**src/rtl/i2c_pkg.sv**
```systemverilog
// Shared types and constants for the I2C register target.
// Imported by the bus synchronizer and the target top level.
package i2c_pkg;

  typedef enum logic [2:0] {
    IDLE,
    ADDR,
    ADDR_ACK,
    WR_BYTE,
    WR_ACK,
    RD_BYTE,
    RD_ACK,
    WAIT_STOP
  } i2c_state_t;

  localparam logic [6:0] DEF_TARGET_ADDR = 7'h2A;
  localparam int         MIN_SCL_PHASE   = 4;

endpackage

```
**src/rtl/i2c_bus_sync.sv**
```systemverilog
// SCL/SDA synchronizers with edge and START/STOP detection.
// Flops reset high so an idle bus never looks like an edge.
module i2c_bus_sync (
  input  logic clk,
  input  logic rst,
  input  logic i_scl,
  input  logic i_sda,
  output logic o_scl_rise,
  output logic o_scl_fall,
  output logic o_start_det,
  output logic o_stop_det,
  output logic o_sda
);

  logic [1:0] r_scl_sync;
  logic [1:0] r_sda_sync;
  logic       r_scl_d;
  logic       r_sda_d;
  logic       w_scl;
  logic       w_sda;

  always_ff @(posedge clk or posedge rst) begin
    if (rst) begin
      r_scl_sync <= 2'b11;
      r_sda_sync <= 2'b11;
      r_scl_d    <= 1'b1;
      r_sda_d    <= 1'b1;
    end else begin
      r_scl_sync <= {r_scl_sync[0], i_scl};
      r_sda_sync <= {r_sda_sync[0], i_sda};
      r_scl_d    <= r_scl_sync[1];
      r_sda_d    <= r_sda_sync[1];
    end
  end

  assign w_scl = r_scl_sync[1];
  assign w_sda = r_sda_sync[1];

  assign o_scl_rise  = w_scl & ~r_scl_d;
  assign o_scl_fall  = ~w_scl & r_scl_d;
  assign o_start_det = w_scl & r_scl_d & r_sda_d & ~w_sda;
  assign o_stop_det  = w_scl & r_scl_d & ~r_sda_d & w_sda;
  assign o_sda       = w_sda;

endmodule

```
**src/rtl/i2c_target_regs.sv**
```systemverilog
// Oversampled I2C target exposing a byte-addressed register port.
// First written byte loads the pointer; later bytes write with auto-increment.
module i2c_target_regs
  import i2c_pkg::*;
#(
  parameter logic [6:0] TARGET_ADDR = DEF_TARGET_ADDR,
  parameter int         PTR_W       = 4
) (
  input  logic             clk,
  input  logic             rst,
  input  logic             scl_in,
  input  logic             sda_in,
  output logic             sda_oe,
  output logic [PTR_W-1:0] reg_addr,
  input  logic [7:0]       reg_rdata,
  output logic             reg_wr_en,
  output logic [7:0]       reg_wdata,
  output logic             busy
);

  localparam logic [PTR_W-1:0] PTR_ONE = 1;

  logic w_rise;
  logic w_fall;
  logic w_start;
  logic w_stop;
  logic w_sda;

  i2c_bus_sync u_sync (
    .clk         (clk),
    .rst         (rst),
    .i_scl       (scl_in),
    .i_sda       (sda_in),
    .o_scl_rise  (w_rise),
    .o_scl_fall  (w_fall),
    .o_start_det (w_start),
    .o_stop_det  (w_stop),
    .o_sda       (w_sda)
  );

  i2c_state_t       r_state, w_state_nxt;
  logic [2:0]       r_cnt, w_cnt_nxt;
  logic             r_full, w_full_nxt;
  logic [7:0]       r_shift, w_shift_nxt;
  logic             r_rw, w_rw_nxt;
  logic             r_first, w_first_nxt;
  logic [PTR_W-1:0] r_ptr, w_ptr_nxt;
  logic             r_inc, w_inc_nxt;
  logic             r_oe, w_oe_nxt;
  logic             r_wr_en, w_wr_en_nxt;
  logic [7:0]       r_wdata, w_wdata_nxt;
  logic             r_busy, w_busy_nxt;
  logic [7:0]       w_byte;

  assign w_byte = {r_shift[6:0], w_sda};

  always_ff @(posedge clk or posedge rst) begin
    if (rst) begin
      r_state <= IDLE;
      r_cnt   <= 3'd7;
      r_full  <= 1'b0;
      r_shift <= 8'h00;
      r_rw    <= 1'b0;
      r_first <= 1'b0;
      r_ptr   <= '0;
      r_inc   <= 1'b0;
      r_oe    <= 1'b0;
      r_wr_en <= 1'b0;
      r_wdata <= 8'h00;
      r_busy  <= 1'b0;
    end else begin
      r_state <= w_state_nxt;
      r_cnt   <= w_cnt_nxt;
      r_full  <= w_full_nxt;
      r_shift <= w_shift_nxt;
      r_rw    <= w_rw_nxt;
      r_first <= w_first_nxt;
      r_ptr   <= w_ptr_nxt;
      r_inc   <= w_inc_nxt;
      r_oe    <= w_oe_nxt;
      r_wr_en <= w_wr_en_nxt;
      r_wdata <= w_wdata_nxt;
      r_busy  <= w_busy_nxt;
    end
  end

  always_comb begin
    w_state_nxt = r_state;
    w_cnt_nxt   = r_cnt;
    w_full_nxt  = r_full;
    w_shift_nxt = r_shift;
    w_rw_nxt    = r_rw;
    w_first_nxt = r_first;
    w_ptr_nxt   = r_inc ? r_ptr + PTR_ONE : r_ptr;
    w_inc_nxt   = 1'b0;
    w_oe_nxt    = r_oe;
    w_wr_en_nxt = 1'b0;
    w_wdata_nxt = r_wdata;
    w_busy_nxt  = r_busy;

    if (w_start) begin
      w_state_nxt = ADDR;
      w_cnt_nxt   = 3'd7;
      w_full_nxt  = 1'b0;
      w_oe_nxt    = 1'b0;
      w_busy_nxt  = 1'b1;
    end else if (w_stop) begin
      w_state_nxt = IDLE;
      w_full_nxt  = 1'b0;
      w_oe_nxt    = 1'b0;
      w_busy_nxt  = 1'b0;
    end else begin
      unique case (r_state)
        IDLE: ;
        ADDR: begin
          if (w_rise) begin
            w_shift_nxt = w_byte;
            if (r_cnt == 3'd0) w_full_nxt = 1'b1;
            else               w_cnt_nxt  = r_cnt - 3'd1;
          end else if (w_fall && r_full) begin
            w_full_nxt = 1'b0;
            if (r_shift[7:1] == TARGET_ADDR) begin
              w_oe_nxt    = 1'b1;
              w_rw_nxt    = r_shift[0];
              w_state_nxt = ADDR_ACK;
            end else begin
              w_state_nxt = WAIT_STOP;
            end
          end
        end
        ADDR_ACK: begin
          if (w_fall) begin
            w_cnt_nxt  = 3'd7;
            w_full_nxt = 1'b0;
            if (r_rw) begin
              w_shift_nxt = reg_rdata;
              w_oe_nxt    = ~reg_rdata[7];
              w_state_nxt = RD_BYTE;
            end else begin
              w_oe_nxt    = 1'b0;
              w_first_nxt = 1'b1;
              w_state_nxt = WR_BYTE;
            end
          end
        end
        WR_BYTE: begin
          if (w_rise) begin
            w_shift_nxt = w_byte;
            if (r_cnt == 3'd0) begin
              w_full_nxt = 1'b1;
              if (r_first) begin
                w_ptr_nxt   = w_byte[PTR_W-1:0];
                w_first_nxt = 1'b0;
              end else begin
                w_wr_en_nxt = 1'b1;
                w_wdata_nxt = w_byte;
                w_inc_nxt   = 1'b1;
              end
            end else begin
              w_cnt_nxt = r_cnt - 3'd1;
            end
          end else if (w_fall && r_full) begin
            w_full_nxt  = 1'b0;
            w_oe_nxt    = 1'b1;
            w_state_nxt = WR_ACK;
          end
        end
        WR_ACK: begin
          if (w_fall) begin
            w_oe_nxt    = 1'b0;
            w_cnt_nxt   = 3'd7;
            w_state_nxt = WR_BYTE;
          end
        end
        RD_BYTE: begin
          if (w_fall) begin
            if (r_cnt == 3'd0) begin
              w_oe_nxt    = 1'b0;
              w_full_nxt  = 1'b0;
              w_ptr_nxt   = r_ptr + PTR_ONE;
              w_state_nxt = RD_ACK;
            end else begin
              w_shift_nxt = {r_shift[6:0], 1'b0};
              w_oe_nxt    = ~r_shift[6];
              w_cnt_nxt   = r_cnt - 3'd1;
            end
          end
        end
        RD_ACK: begin
          // A NACK ends the read at once; an ACK waits for the fall to reload.
          if (w_rise) begin
            if (w_sda) w_state_nxt = WAIT_STOP;
            else       w_full_nxt  = 1'b1;
          end else if (w_fall && r_full) begin
            w_full_nxt  = 1'b0;
            w_shift_nxt = reg_rdata;
            w_oe_nxt    = ~reg_rdata[7];
            w_cnt_nxt   = 3'd7;
            w_state_nxt = RD_BYTE;
          end
        end
        WAIT_STOP: w_oe_nxt = 1'b0;
        default:   w_state_nxt = IDLE;
      endcase
    end
  end

  assign sda_oe    = r_oe;
  assign reg_addr  = r_ptr;
  assign reg_wr_en = r_wr_en;
  assign reg_wdata = r_wdata;
  assign busy      = r_busy;

endmodule

```
**config.mk**
```make
export PLATFORM = sky130hd
export DESIGN_NAME = i2c_target_regs
export DESIGN_NICKNAME = d
export VERILOG_FILES = /design/src/rtl/i2c_pkg.sv /design/src/rtl/i2c_bus_sync.sv /design/src/rtl/i2c_target_regs.sv
export SDC_FILE = /design/constraint.sdc
export NUM_CORES = 1
export LEC_CHECK = 0
export BUFFER_PORTS_ARGS = -buffer_cell sky130_fd_sc_hd__buf_2
export CAP_MARGIN = 20
export CELL_PAD_IN_SITES_DETAIL_PLACEMENT = 0
export CELL_PAD_IN_SITES_GLOBAL_PLACEMENT = 1
export CORE_MARGIN = 1
export CORE_UTILIZATION = 45
export DETAILED_ROUTE_END_ITERATION = 10
export PLACE_DENSITY = 0.86
export RECOVER_POWER = 100
export SYNTH_ARGS = -nofsm -noshare
export SYNTH_HDL_FRONTEND = slang
export SYNTH_SLANG_ARGS = --single-unit
```
**constraint.sdc**
```tcl
create_clock -name clk -period 2.2 [get_ports clk]
set_input_delay 0.44 -clock clk [delete_from_list [all_inputs] [get_ports clk]]
set_output_delay 0.44 -clock clk [all_outputs]
set_load 0.005 [all_outputs]
```
# [After elaboration in Yosys (flattened, before gate mapping)]
# Index checks and enable logic that the tools add are counted.
[op_classes] add_sub_neg=2 n_mux=79 n_eq_ne=39 n_reduce_logical=19 bitwise=17
[ops] op="two-way mux 3 bit" n=23
[ops] op="two-way mux 8 bit" n=7
[ops] op="two-way mux 1 bit" n=34
[ops] op="two-way mux 4 bit" n=8
[ops] op="inequality test 4 x 2 -> 1 bit, second input constant" n=8
[ops] op="one-hot mux 8 bit (4 select lines)" n=1
[ops] op="AND reduction 11 bit" n=2
[ops] op="one-hot mux 3 bit (6 select lines)" n=1
[ops] op="AND reduction 6 bit" n=3
[ops] op="inequality test 2 bit, second input constant" n=8
[ops] op="inequality test 5 bit, second input constant" n=3
[ops] op="AND reduction 7 bit" n=2
[ops] op="== test 3 bit, second input constant" n=4
[ops] op="inequality test 4 bit, second input constant" n=3
[ops] op="one-hot mux 3 bit (4 select lines)" n=1
[ops] op="NOT 1 bit" n=10
[ops] op="AND reduction 10 bit" n=1
[ops] op="nonzero test 9 bit" n=1
[ops] op="one-hot mux 4 bit (2 select lines)" n=1
[ops] op="nonzero test 8 bit" n=1
[ops] op="AND 1 bit" n=7
[ops] op="== test 7 x 6 -> 1 bit, second input constant" n=1
[ops] op="one-hot mux 1 bit (7 select lines)" n=1
[ops] op="== test 3 x 2 -> 1 bit, second input constant" n=2
[ops] op="17 further kinds" n=23
[word_totals] in_bits=12 elab_cells=171 register_bits=38

# [Logic depth before layout (Yosys ltp)]
[depth] ltp_word=8 depth_mapped=7 ltp_nobuf=7

# [Modules after synthesis]
# A second synthesis with hierarchy kept.
[unflattened] cells_unflattened=227 area_unflattened_um2=2307.2
[modules_own_cells] module="i2c_target_regs" instances=1 area_per_inst_um2=2113.3 cells_each=216 seq_area_each_um2=804.5
[modules_own_cells] module="i2c_bus_sync" instances=1 area_per_inst_um2=193.9 cells_each=11 seq_area_each_um2=157.7

# [Worst setup path after synthesis]
# OpenSTA, ideal clock, no wires.
[synth_timing] path_type="reg2reg" from="register u_sync.r_scl_sync[1]" to="register r_shift[0]" slack_ps=238 path_stages_with_launch=8 required_time_ps=2075 setup_time_ps=125 n_path_buf=2 synth_period_minus_slack_ps=1962 arrival_ps=1838 path_cell_list="dfstp_2 -> buf_4 -> nor2b_2 -> buf_4 -> o221a_2 -> nor2_1 -> nor3_4 -> mux2_2"
[synth_via] elab_chain_len=5 word_cells_on_any_way=17 cone_classes="eq/ne (5); bitwise (10); reduce/logical (2)"
[synth_lines] item="from (decl)" line_no="i2c_bus_sync.sv:15" text="logic [1:0] r_scl_sync;"
[synth_lines] item="from (signal assigned)" line_no="i2c_bus_sync.sv:29" text="r_scl_sync <= {r_scl_sync[0], i_scl};"
[synth_lines] item="AND 1 bit / NOT 1 bit (equally long branches)" line_no="i2c_bus_sync.sv:41, i2c_bus_sync.sv:42, i2c_bus_sync.sv:40"
[synth_lines] item="AND 1 bit (on tied branches)" line_no="i2c_bus_sync.sv:41, i2c_bus_sync.sv:40, i2c_bus_sync.sv:42"
[synth_lines] item="AND 1 bit (tied with other cells)" line_no="i2c_bus_sync.sv:41" text="assign o_start_det = w_scl & r_scl_d & r_sda_d & ~w_sda;"
[synth_lines] item="NOT 1 bit (no source line) / inequality test 2 bit (equally long branches)"
[synth_lines] item="AND reduction 10 bit (no source line) (*)"
[synth_lines] item="to (signal assigned)" line_no="i2c_target_regs.sv:75" text="r_shift <= w_shift_nxt;"
[synth_lines] item="to (decl)" line_no="i2c_target_regs.sv:44" text="logic [7:0] r_shift, w_shift_nxt;"
# Every way passes the cells marked *; elsewhere a longest branch is shown, timed or not.
# A chain may end at the register's enable or synchronous reset.

# [Worst setup path in the final report]
[layout_timing] from="register r_cnt[0]" to="register r_shift[5]"
[layout_via] elab_chain_len=3
[layout_lines] item="from (decl)" line_no="i2c_target_regs.sv:42" text="logic [2:0] r_cnt, w_cnt_nxt;"
[layout_lines] item="from (signal assigned)" line_no="i2c_target_regs.sv:73" text="r_cnt <= w_cnt_nxt;"
[layout_lines] item="logical NOT 3 bit" line_no="i2c_target_regs.sv:177" text="if (r_cnt == 3'd0) begin"
[layout_lines] item="inequality test 2 bit (no source line)"
[layout_lines] item="AND reduction 10 bit (no source line)"
# No other way between the ends.

==> results_dict.tcl <==
set metrics [dict create \
    min_path_type "in -> reg" \
    ys_top_cells_by_area "dfrtp_1 (32%), mux2_2 (13%), dfstp_2 (10%)" \
    post_drt_wl_per_cell_um 15.34 \
    dpl.cell_count 326 \
    skew_ns 0.008717 \
    antenna_cells 0 \
    slew_headroom 0.3955 \
    grt_use_total 0.2090 \
    drc 0 \
    irDropWorstVdd_uv 632.6 \
    fin_setup_tns_ns 0 \
    fin_crit_ns 2.076 \
    core-area_um2 4786 \
    antenna_found_initial 0 \
    ys.flop_type "dfrtp_1" \
    fp.dieArea_um2 5352 \
    synth_enable_flop_cells 0 \
    synth_top_area_frac 0.3185 \
    cts_root_buf "clkbuf_8" \
    ctsResizeCount 0 \
    yosysWarnings 0 \
    final_cell_mix "dfrtp_1 (29), mux2_2 (26), buf_2 (22), nor2_1 (18), o21ai_0 (17)" \
    ys_ff_latch 38 \
    drive_above_1_share 0.3258 \
    post_cts_buffers 0 \
    syn2layout_area_growth_pct 16.47 \
    via_per_inst 5.692 \
    die_h_um 73.16 \
    row_count 25 \
    ys_types 59 \
    clock_path_buffers 2 \
    fmaxAchievable_mhz 481.6 \
    netlist_area_um2 2278 \
    cts_sinks 38 \
    synthArstFlopShare 1.000 \
    seq_area_um2 962.2 \
    slew_viol_final 0 \
    io_pins 27 \
    grt_max_degree 39 \
    finalHoldViolCount 0 \
    end_kind "flip-flop" \
    nFillCells 445 \
    yosysSeqAreaShare 0.4223 \
    cts_htree_levels 2 \
    synth_nets 241 \
    first_pass_iters 4 \
    crit_fanout 8 \
    grt_pass1_wl_um 8507 \
    vias 1901 \
    max_cap_viol_count 0 \
    antenna_left 0 \
    setup_viol 0 \
    layout_commonest_cell "dfrtp_1" \
    power_density_nw_per_um2 1237 \
    cp.required_ns 2.38 \
    routed_wl_um 5123 \
    finalNetCount 281 \
    p_leak_nw 1.207 \
    cts_tree "built" \
    overflow 0 \
    start_util 0.4761 \
    critPathLaunchType "flip-flop" \
    fin_cells 334 \
    grt_pass1_vias 1747 \
    clk_pin_slew_worst_paths_ns 0.07 \
    dp_hpwl_um 3779 \
    postSynthCellCount 226 \
    power_mw 3.283 \
    routabilityCongestion 0.9608 \
    cts-hold-fix-buffers 0 \
    rsz0062_at_grt "false" \
    clock_latency_ns 0.29 \
    status "completed" \
    cts_made_buffers 5 \
    finalCritPeriodShare 0.9438 \
    port_buffers 26 \
    multi_input_area_um2 1220 \
    die_w_um 73.16 \
    drt_iter0_drc 110 \
    yosysTopAreaCell "dfrtp_1" \
    tightest_slew_ns 0.9067 \
    avgSynthCellArea_um2 10.08 \
    critical_path_class "reg -> reg" \
    cp.arrival_ns 2.26 \
]
Yosys cell counts, types with 2 or more instances:
master    number
dfrtp_1       29
mux2_2        26
nor2_1        18
o21ai_0       16
a21oi_1       14
nand2_1       12
dfstp_2        9
inv_1          9
nand3_1        6
nor2b_1        6
buf_2          5
mux2i_1        4
xnor2_1        4
a31oi_1        3
a32oi_1        3
buf_4          3
ha_1           3
nand2b_1       3
o221ai_1       3
o22ai_1        3
or3_1          3
a221oi_1       2
a22oi_1        2
and3b_1        2
nor3_2         2
o21ai_1        2
xor2_1         2
flip-flops by register name (all words and copies together) (netlist names):
name and cells:
busy 1, reg_wr_en 1, sda_oe 1, r_shift 8, u_sync.r_scl_d 1, r_full 1, r_state 3, reg_addr 4
reg_wdata 8, r_rw 1, u_sync.r_scl_sync 2, u_sync.r_sda_sync 2, u_sync.r_sda_d 1, r_cnt 3, r_first 1
final cells by class:
class                      count  share of cell area
clock buffer                   6             0.03112
clock inverter                 2            0.004715
inverter                       9             0.01273
multi-input combinational    169              0.4597
sequential                    38              0.3626
tap                           67             0.03159
timing repair buffer          43             0.09760
layer usage:
layer,global-route usage,share of wire
met5,0,0
met4,0.07625,0.015
met3,0.02901,0.059
met2,0.3313,0.47
met1,0.2914,0.46
power by group:
group | internal (mW) | leakage [nW] | total, mW | switching (mW)
Clock | 0.252 | 0.0472 | 0.504 | 0.252
Combinational | 0.825 | 0.690 | 1.59 | 0.762
Sequential | 0.923 | 0.470 | 1.19 | 0.268
final timing paths:
| kind | from | end | slack, ns | depth (start not counted) |
|---|---|---|---|---|
| setup / recovery | r_cnt[0] | r_shift[5] | 0.12 | 8 |
| hold / removal | sda_in | u_sync.r_sda_sync[0] | 0.24 | 1 |
| setup reg to reg | r_cnt[0] | r_shift[5] | 0.12 | 8 |
| hold reg to reg | u_sync.r_scl_sync[0] | u_sync.r_scl_sync[1] | 0.36 | 0 |
| max in group asynchronous | rst | sda_oe | 1.23 | 3 |
| min in group asynchronous | rst | r_state[1] | 0.41 | 3 |
critical path, cell delays in order, from the launching register on:
cell     delay (ns)
dfstp_2        0.55
inv_1          0.06
ha_1           0.22
nor2b_1        0.20
o21ai_0        0.18
a21oi_1        0.12
nor3_4         0.16
buf_12         0.15
mux2_2         0.32
kinds of logic after synthesis:
logic type / after synthesis / share of synthesized area
AO/OA/AOI/OAI: 63 / 0.1812
XOR/XNOR: 7 / 0.03020
adder cells (fa/ha/maj): 4 / 0.02087
buffers and inverters: 19 / 0.03898
flip-flops: 38 / 0.4223
multiplexers: 30 / 0.1461
AND/OR/NAND/NOR: 65 / 0.1604
through the flow:
stage               setup WS [ns]  cell area, um2  hold WS, ns    util
floorplan                  0.2378            2278       0.3452       -
global placement           0.2402            2577       0.3457  0.5386
detailed placement         0.1773            2577       0.3476  0.5386
CTS                        0.1720            2673       0.2371  0.5584
global route              0.01735            2654       0.2381  0.5545
finish                     0.1236            2654       0.2444  0.5545
Power figures use the tool's default switching activity.
